<file path="src/rtl/decoder_seq.sv">
`default_nettype none
// ============================================================================
//  Module      : decoder_seq
//  Description : Registered, parametrised two-level address decoder with a
//                valid/ready input handshake and a sweep mode that walks the
//                one-hot output from a start index up to the top index.
//                Optional macro DECODER_SEQ_ACTIVE_LOW_EN makes Y active-low
//                (selected bit 0, all others 1; idle/reset value all ones).
//  Revision    : 1.0 - initial release
// ============================================================================
module decoder_seq #(
    parameter  int ADDR_W     = 6,
    parameter  int HI_W       = 3,
    parameter  int SWEEP_HOLD = 1,
    localparam int OUT_W      = 2**ADDR_W
) (
    input  logic              clk,
    input  logic              rst_n,
    input  logic              en,
    input  logic              mode,
    input  logic              in_valid,
    output logic              in_ready,
    input  logic [ADDR_W-1:0] A,
    output logic [OUT_W-1:0]  Y,
    output logic              out_valid,
    output logic              busy,
    output logic              done
);

    localparam int LO_W  = ADDR_W - HI_W;
    localparam int GRP_N = 2**HI_W;
    localparam int LO_N  = 2**LO_W;

    localparam logic [GRP_N-1:0]  c_GRP_ONE     = {{(GRP_N-1){1'b0}}, 1'b1};
    localparam logic [LO_N-1:0]   c_LO_ONE      = {{(LO_N-1){1'b0}}, 1'b1};
    localparam logic [ADDR_W-1:0] c_IDX_TOP     = {ADDR_W{1'b1}};
    localparam logic [7:0]        c_HOLD_RELOAD = 8'(SWEEP_HOLD - 1);

    // Idle value of Y doubles as the XOR mask that applies output polarity.
`ifdef DECODER_SEQ_ACTIVE_LOW_EN
    localparam logic [OUT_W-1:0]  c_Y_IDLE      = {OUT_W{1'b1}};
`else
    localparam logic [OUT_W-1:0]  c_Y_IDLE      = {OUT_W{1'b0}};
`endif

    typedef enum logic [1:0] {
        S_IDLE  = 2'd0,
        S_SWEEP = 2'd1,
        S_DRAIN = 2'd2
    } state_t;

    state_t            r_state, w_state_nx;
    logic [ADDR_W-1:0] r_idx, w_idx_nx;
    logic [7:0]        r_hold, w_hold_nx;
    logic              r_drain, w_drain_nx;

    logic              w_accept;
    logic              w_inj_valid;
    logic [ADDR_W-1:0] w_inj_addr;
    logic              w_inj_last;

    logic              r_s1_valid;
    logic [GRP_N-1:0]  r_s1_grp;
    logic [LO_W-1:0]   r_s1_lo;
    logic              r_s1_last;

    logic [LO_N-1:0]   w_lo_hot;
    logic [OUT_W-1:0]  w_y_dec;

    // Gated by rst_n so the handshake is closed while reset is held.
    assign in_ready = rst_n && en && (r_state == S_IDLE);
    assign w_accept = in_valid && in_ready;
    assign busy     = (r_state != S_IDLE);

    // Next-state logic and stage-1 injection select (direct request or sweep index).
    always_comb begin
        w_state_nx  = r_state;
        w_idx_nx    = r_idx;
        w_hold_nx   = r_hold;
        w_drain_nx  = r_drain;
        w_inj_valid = 1'b0;
        w_inj_addr  = A;
        w_inj_last  = 1'b0;
        case (r_state)
            S_IDLE: begin
                if (w_accept) begin
                    if (mode) begin
                        w_state_nx = S_SWEEP;
                        w_idx_nx   = A;
                        w_hold_nx  = c_HOLD_RELOAD;
                    end else begin
                        w_inj_valid = 1'b1;
                    end
                end
            end
            S_SWEEP: begin
                w_inj_valid = 1'b1;
                w_inj_addr  = r_idx;
                if (r_hold == 8'd0) begin
                    if (r_idx == c_IDX_TOP) begin
                        w_inj_last = 1'b1;
                        w_state_nx = S_DRAIN;
                        w_drain_nx = 1'b0;
                    end else begin
                        w_idx_nx  = r_idx + 1'b1;
                        w_hold_nx = c_HOLD_RELOAD;
                    end
                end else begin
                    w_hold_nx = r_hold - 8'd1;
                end
            end
            S_DRAIN: begin
                if (r_drain) begin
                    w_state_nx = S_IDLE;
                    w_drain_nx = 1'b0;
                end else begin
                    w_drain_nx = 1'b1;
                end
            end
            default: begin
                w_state_nx = S_IDLE;
            end
        endcase
        // Dropping en aborts everything: no injection, no done, back to IDLE.
        if (!en) begin
            w_state_nx  = S_IDLE;
            w_drain_nx  = 1'b0;
            w_inj_valid = 1'b0;
            w_inj_last  = 1'b0;
        end
    end

    // FSM and sweep bookkeeping registers.
    always_ff @(posedge clk or negedge rst_n) begin
        if (!rst_n) begin
            r_state <= S_IDLE;
            r_idx   <= '0;
            r_hold  <= '0;
            r_drain <= 1'b0;
        end else begin
            r_state <= w_state_nx;
            r_idx   <= w_idx_nx;
            r_hold  <= w_hold_nx;
            r_drain <= w_drain_nx;
        end
    end

    // Stage 1: group one-hot from the upper bits, low bits carried forward.
    always_ff @(posedge clk or negedge rst_n) begin
        if (!rst_n) begin
            r_s1_valid <= 1'b0;
            r_s1_grp   <= '0;
            r_s1_lo    <= '0;
            r_s1_last  <= 1'b0;
        end else begin
            r_s1_valid <= w_inj_valid;
            r_s1_grp   <= c_GRP_ONE << w_inj_addr[ADDR_W-1:LO_W];
            r_s1_lo    <= w_inj_addr[LO_W-1:0];
            r_s1_last  <= w_inj_last;
        end
    end

    assign w_lo_hot = c_LO_ONE << r_s1_lo;

    generate
        for (genvar g = 0; g < GRP_N; g++) begin : g_group
            assign w_y_dec[g*LO_N +: LO_N] = r_s1_grp[g] ? w_lo_hot : {LO_N{1'b0}};
        end
    endgenerate

    // Stage 2: registered output with polarity applied; idle value when empty.
    always_ff @(posedge clk or negedge rst_n) begin
        if (!rst_n) begin
            Y         <= c_Y_IDLE;
            out_valid <= 1'b0;
            done      <= 1'b0;
        end else if (en && r_s1_valid) begin
            Y         <= w_y_dec ^ c_Y_IDLE;
            out_valid <= 1'b1;
            done      <= r_s1_last;
        end else begin
            Y         <= c_Y_IDLE;
            out_valid <= 1'b0;
            done      <= 1'b0;
        end
    end

endmodule
`default_nettype wire

</file>
<file path="config.mk">
export PLATFORM = sky130hd
export DESIGN_NAME = decoder_seq
export DESIGN_NICKNAME = d
export VERILOG_FILES = /design/src/rtl/decoder_seq.sv
export SDC_FILE = /design/constraint.sdc
export NUM_CORES = 1
export LEC_CHECK = 0
export CORE_MARGIN = 3
export CORE_UTILIZATION = 45
export CTS_BUF_LIST = sky130_fd_sc_hd__clkbuf_4
export DETAILED_ROUTE_END_ITERATION = 10
export PLACE_DENSITY = 0.74
export SLEW_MARGIN = 20
export SYNTH_ARGS = -nofsm -noshare
export SYNTH_HDL_FRONTEND = slang
export SYNTH_SLANG_ARGS = --single-unit
</file>
<file path="constraint.sdc">
create_clock -name clk -period 4.6 [get_ports clk]
set_clock_uncertainty 0.15 [all_clocks]
set_input_delay 1.15 -clock clk [delete_from_list [all_inputs] [get_ports clk]]
set_output_delay 1.15 -clock clk [all_outputs]
set_load 0.01 [all_outputs]
</file>
==> results.md <==
- Number of fill cells: approximately 600
- Leading cell types by count after synthesis: 96 x dfrtp_1, 87 x nor2_1, 25 x nand2_1
- Post-CTS sizing: 0
- Synthesized area: around 3600 µm²
- Synth warnings: 0
- Post-synthesis sequential area ratio: 67.3%
- Relative slew slack: between 30% and 40%
- Postcts setup bufs: 0
- Fmax: 0.255 GHz
- Setup CP Type: in -> out
- GR Overflow Total: 0
- Final net count: 408
- Die ar.: 9040 µm²
- WL/cell: 14.7 µm
- Worst Tran Pin Value: 919 ps
- EDFF count, synth: 0
- Tot GR Track Use: between 10% and 20%
- Sink Count: 96
- Skew-Pair Late Insertion Delay: 430 ps
- Die Width: about 95 µm
- Crit. End Element: primary output
- Residual DRC: 0
- Top FF cell, synth: dfrtp_1
- Top-area cell type share of the netlist area: 67.3%
- Die Height: 95.1 µm
- CTS buffer count: 9
- Final TNS setup: 0 ps
- CTS tree: built
- Final HPWL DP: around 5200 µm
- Diode count: 0
- Final setup fails: 0
- Via Count: 2540
- Vias in the first global route: approximately 2.3k
- Rows: 31
- Clock Tree Buf Depth: 2
- Register area: 2400 µm²
- Mapped Cells: around 320
- Drt first pass iters: 4
- Max Cap Viol: 0
- Area growth from synthesis to layout: 27.4%
- # IOs: 79
- Root buf cell: clkbuf_4
- Final wirelength: 7300 µm
- Crit path launch type: input pin
- Netlist cell types: 45
- Crit path max fanout: 7
- Initial Utilization: 47.7%
- Final core occ: about three fifths
- Synth top area cells: dfrtp_1 67%, nor2_1 9.1%, nand2_1 2.6%
- Slew Viols, Final: 0
- Critical Path RT: 3300 ps
- Initial antenna violation count: 0
- Core Area: 7490 µm²
- H-tree Lvls: 3
- Leak: 0.00203 µW
- Via-to-Cell Ratio: 5.10
- Multi-input logic area: ~1100 µm²
- GP Congestion: 0.824
- Syn Nets: between 300 and 400
- HP Class: reg -> reg
- Syn Area/Cell: 11.3 µm²
- FF+latch count, synth: 96
- Clock-pin slew on the worst setup and hold paths: 160 ps
- Largest net degree at the start of global routing: 78
- RSZ-0062 raised after global routing: no
- Most common cell in the netlist: dfrtp_1
- DRT iter0 DRCs: 112
- I/O Buffers: 78
- Fin Hold WS: about 360 ps
- Hold_buf cts: 0
- PD cells: 370 nW/µm²
- First-pass GRT wire length: approximately 12000 µm
- Final cycle utilization of the critical path: 85.4%
- Status: completed
- Layout cells sized above 1: around 7.3%
- Worst VDD drop: about 0.27 mV
- Min Tclk post-route: slightly below 4000 ps
- Asr flop ratio synth: 100%
- Final-report hold violation count: 0
- ANT nets after route: 0
- Cell accounting for the most synthesized area: dfrtp_1
- Critical Path AT: about 2600 ps
power by group:
group	internal [µW]	total (µW)	leakage (µW)	switching, µW
registers	904	992	0.00131	88.2
logic	117	270	0.000655	153
clock network	123	420	0.0000728	297
total	1140	1680	0.00203	538
placed cells by master, fill, tap and decap left out, types with 2 or more instances in the layout:
master            n
buf_4             2
ha_1              3
a2bb2oi_1         3
inv_1             9
a31oi_1          10
clkinv_4          3
o21ai_0           4
nor3_1            3
a211oi_1          3
dfrtp_1          96
a21oi_1           9
clkdlybuf4s50_1  77
nand2b_1          2
or3b_2            3
nor2_1           87
and2_1            3
and3_1            3
o22ai_1           2
nand3_1           8
o21a_1            2
clkbuf_4          9
nor3b_1           3
nand2_1          25
nand3b_1          4
per-layer routing:
layer | up-vias | wire (µm) | GRT usage [%]
li1 | 1211 | - | -
met5 | - | 0 | 0
met3 | 8 | 410 | 3.79
met4 | 0 | 102 | 5.65
met1 | 1240 | 3410 | 23.8
met2 | 81 | 3380 | 26.5
registers in the layout, summed over array words and instances (netlist names):
name / cells
Y: 64
r_hold: 8
r_s1_grp: 8
r_idx: 6
r_s1_lo: 3
r_state: 2
done: 1
out_valid: 1
r_drain: 1
r_s1_last: 1
r_s1_valid: 1
through the flow:
step	power [µW]	std cells	area (µm²)	setup WS, ps
4_1_cts	1690	498	4550	663
3_5_place_dp	1280	482	4420	661
6_report	1680	498	4550	673
5_1_grt	1780	498	4550	604
2_1_floorplan	1190	317	3570	1750
3_3_place_gp	1260	482	4420	710
logic make-up (layout without fill, tap and decap cells):
family,count (synthesis),after routing,share of synthesized area [%]
xor gates and xnor gates,1,1,0.245
and+or+nand+nor,147,147,18.9
AOI/OAI and AO/OA,45,45,8.79
buffers and inverters,22,104,2.77
DFF,96,96,67.3
adders and majority gates,3,3,1.05
muxes,3,3,1.02
final timing paths:
kind / startpoint / end / slack [ps] / depth (start not counted)
hold / removal: r_hold[0] / r_hold[0] / 360 / 1
min in group asynchronous: rst_n / Y[16] / 420 / 1
setup / recovery: en / in_ready / 670 / 4
hold reg to reg: r_hold[0] / r_hold[0] / 360 / 1
setup reg to reg: r_state[0] / r_idx[3] / 2400 / 4
max in group asynchronous: rst_n / r_hold[2] / 2680 / 2
critical path, stage by stage:
cell             delay (ps)
clkdlybuf4s50_1         560
nand2_1                 120
nor3b_1                 210
clkdlybuf4s50_1         580
layout make-up:
class | count | share of cell area (%)
Clock inverter | 7 | 1.46
Tap cell | 99 | 2.72
Sequential cell | 96 | 52.8
Timing Repair Buffer | 79 | 17.3
Multi-Input combinational cell | 199 | 23.5
Clock buffer | 9 | 1.49
Inverter | 9 | 0.743
No activity file was read; power rests on OpenSTA's default activity.
==> edit 1 (same settings) <==
Add a define of `DECODER_SEQ_ACTIVE_LOW_EN`.
--- a/src/rtl/decoder_seq.sv
+++ b/src/rtl/decoder_seq.sv
@@ -8,6 +8,8 @@
 //                (selected bit 0, all others 1; idle/reset value all ones).
 //  Revision    : 1.0 - initial release
 // ============================================================================
+`define DECODER_SEQ_ACTIVE_LOW_EN
+
 module decoder_seq #(
     parameter  int ADDR_W     = 6,
     parameter  int HI_W       = 3,
Function: changed (Yosys sat finds a counterexample within 4 cycles, from zero or initial values and one cycle with rst_n low).
==> edit 1 against the original RTL <==
  * Register-to-register slack got worse by 40 ps
  * Critical path type unchanged
  * Clock power increased by 31%
  * Power increased by 8.4%
  * Combinational power increased by 2%
  * Largest power group unchanged
  * Via count increased by 0.98%
  * Sequential share of layout area decreased by 0.095 points
  * Synthesized area increased by 3.6%
  * Cell area increased by 3.5%
  * Sequential cell count unchanged
  * Die area increased by 3.4%
  * Core utilization decreased by 0.76 points
  * Wire length increased by 5.8%
  * Worst setup slack improved by 7.3 ps
  * Critical endpoint unchanged
==> edit 1: results (changes against the original RTL) <==
Slew @ Worst Pin=1040 ps (+124 ps); starting DRC count in detailed routing=110 (-1.8%); hpwl dp=5.51 mm (+5.2%); Syn Nets=339 (+2.4%); Synth top cells by count=nand2_1 (81), dfstp_2 (64), dfrtp_1 (32); Cell Area, Placed=0.00453 mm² (+2.5%); GR Util met3=3.89% (+0.10 points); Primary FF master, synth=dfstp_2; # fillers=655 (+6.5%); Sw Ratio=28.6% (-3.4 points); area share of xor/xnor cells in the synthesized design=0.237% (-0.0086 points); pre-CTS setup slack=677 ps (+15.4 ps); Synth Area in Compound Gates=8.49% (-0.31 points); wire length on met2=3.79 mm (+12%); Placed Instances=486 (+0.83%); Non-clk bufs=80 (+1.3%); GR Layer Usage met1=24.1% (+0.22 points); status=finished clean; clock network power=549 µW (+31%); Seq/Total Area, Yosys=67.1% (-0.20 points); DIE WIDTH=96.7 µm (+1.7%); GP Congestion=0.809 (-1.9%); Final nets=409 (+0.25%); vias=2565 (+0.98%); first-pass GRT wire length=13.4 mm (+14%); clock-cell share of area=3.88% (+0.94 points)
[edit 1: cell types whose count changed after synthesis, sizes merged, moves of 3 or more]
cell	change
clkbuf	+8
nand3b	-3
nor2	-64
nand2	+56
dfrtp	-64
dfstp	+64
nor3b	+3
and3	+9
[edit 1: cells by family (layout without fill, tap and decap cells)]
group | count (synthesis) | after routing
xor gates and xnor gates | 1 | 1
buffers and inverters | 30 | 105
DFF | 96 | 96
and+or+nand+nor | 147 | 147
AOI/OAI and AO/OA | 45 | 45
adders and majority gates | 3 | 3
muxes | 3 | 3
[edit 1: final timing paths]
kind | depth (start not counted) | start | endpoint | slack [ps]
setup / recovery | 5 | en | in_ready | 680
hold / removal | 1 | r_s1_last | done | 360
setup reg to reg | 4 | r_state[0] | r_idx[3] | 2360
hold reg to reg | 1 | r_s1_last | done | 360
max in group asynchronous | 2 | rst_n | r_idx[1] | 2690
min in group asynchronous | 1 | rst_n | r_s1_valid | 400
==> edit 2 (config.mk and constraints unchanged) <==
Without the edit above. The 3 states of `state_t` get a one-hot encoding in 3 bits.
--- a/src/rtl/decoder_seq.sv
+++ b/src/rtl/decoder_seq.sv
@@ -43,10 +43,10 @@
     localparam logic [OUT_W-1:0]  c_Y_IDLE      = {OUT_W{1'b0}};
 `endif
 
-    typedef enum logic [1:0] {
-        S_IDLE  = 2'd0,
-        S_SWEEP = 2'd1,
-        S_DRAIN = 2'd2
+    typedef enum logic [2:0] {
+        S_IDLE  = 3'b001,
+        S_SWEEP = 3'b010,
+        S_DRAIN = 3'b100
     } state_t;
 
     state_t            r_state, w_state_nx;
Formal check against the unedited RTL: no difference found for any inputs over 10 cycles, from zero or initial values and one cycle with rst_n low; not proved beyond that.
==> edit 2 against the original RTL <==
  * Worst setup slack improved by 240 ps
  * Sequential cell count is 1 higher
  * Hold slack gained 2.0 ps
  * Cell area grew 2.3%
  * Cell count grew 3.6%
  * Synthesized area is 2.4% higher
  * Wire length increased by 5.9%
  * Critical endpoint unchanged
  * Largest cell class unchanged
  * Highest routed layer unchanged
Power is not compared: it rests on default switching activity, and its combinational part moved more than twofold at a synthesized area within 25%.
==> edit 2: results (changes against the original RTL) <==
Slew @ Worst Pin=652 ps (-267 ps); port buffer count=78 (unchanged); hpwl dp=5.58 mm (+6.5%); synthesized area per cell=11.1 µm² (-1.1%); reg2reg start=r_state[0]; largest net degree at the start of global routing=53 (-32%); layout cells sized above 1=8.21% (+0.94 points); starting DRC count in detailed routing=124 (+11%); Hold Startpoint=r_s1_last; post-synth cell types=51 (+13%); WL per Instance=15.0 µm (+2.2%); reg-to-reg slack, setup=2490 ps (+90 ps); most area-consuming cells after synthesis=dfrtp_1 (66%), nor2_1 (8.6%), nand2_1 (3.4%); DR vias/cell=5.08 (-0.41%); vias in the first global route=2509 (+6.9%); Syn Nets=342 (+3.3%); Synth top cells by count=dfrtp_1 (96), nor2_1 (84), nand2_1 (33); CP arrival=2380 ps (-250 ps); Seq/Total Area, Yosys=66.4% (-0.85 points); DRT antenna net count=0 (unchanged); Max stage delay on crit path=560 ps (-20 ps); GRT Total Usage=18.0% (+0.96 points); CP Capture Point=in_ready; status=finished clean; first-pass GRT wire length=12.4 mm (+6.0%); Worst Path Max Fanout=2 (-5); Final nets=423 (+3.7%); worst hold endpoint=done; final WL=7.73 mm (+5.9%); Placed Instances=500 (+3.7%); GP Congestion=0.842 (+2.2%)
[edit 2: cell count changes after synthesis, moves of 4 or more]
cell / delta
a31oi_1: -4
or3_1: +5
nand2_1: +8
clkbuf_1: -5
[edit 2: layout make-up]
cell class | count | area, µm²
clock buffers | 10 | 75.1
well taps | 102 | 128
fillers | 636 | 3160
inverters | 6 | 22.5
multi-input cells | 213 | 1140
clock inverters | 6 | 51.3
flip-flops and latches | 97 | 2430
repair buffers | 82 | 808
[edit 2: metrics by stage]
| step | worst slack (ps) | util (%) | total power, µW | hold WS, ps | instance area [µm²] |
|---|---|---|---|---|---|
| finish | 916 | 59.6 | 1430 | 357 | 4650 |
| global route | 833 | 59.6 | 1500 | 384 | 4650 |
| CTS | 900 | 59.6 | 1430 | 364 | 4650 |
| detailed placement | 906 | 58.0 | 1020 | 330 | 4530 |
| global placement | 908 | 58.0 | 1020 | 320 | 4530 |
| floorplan | 1700 | - | 973 | 316 | 3660 |
[edit 2: cell families after synthesis]
kind of cell | after synthesis | share of synthesized area [%]
simple gates | 166 | 21.7
flops | 97 | 66.4
compound gates | 40 | 7.26
buf+inv | 18 | 2.43
mux | 4 | 1.13
fa+ha+maj | 3 | 1.03
[edit 2: power by group]
group	internal, µW	switching, µW
Clock	125	294
Sequential	872	26.0
Combinational	42.3	67.5
Total	1040	388
[edit 2: critical path: cells and delay by family]
kind	cells	cell delay, ps
buf+inv	2	1030
simple gates	1	200
[edit 2: per-layer routing]
metal	GRT usage, %	part of all wire (%)	vias up
met5	0	0	-
met2	29.5	47	102
li1	-	-	1266
met4	4.98	0.63	0
met1	23.9	45	1249
met3	4.46	7.4	4
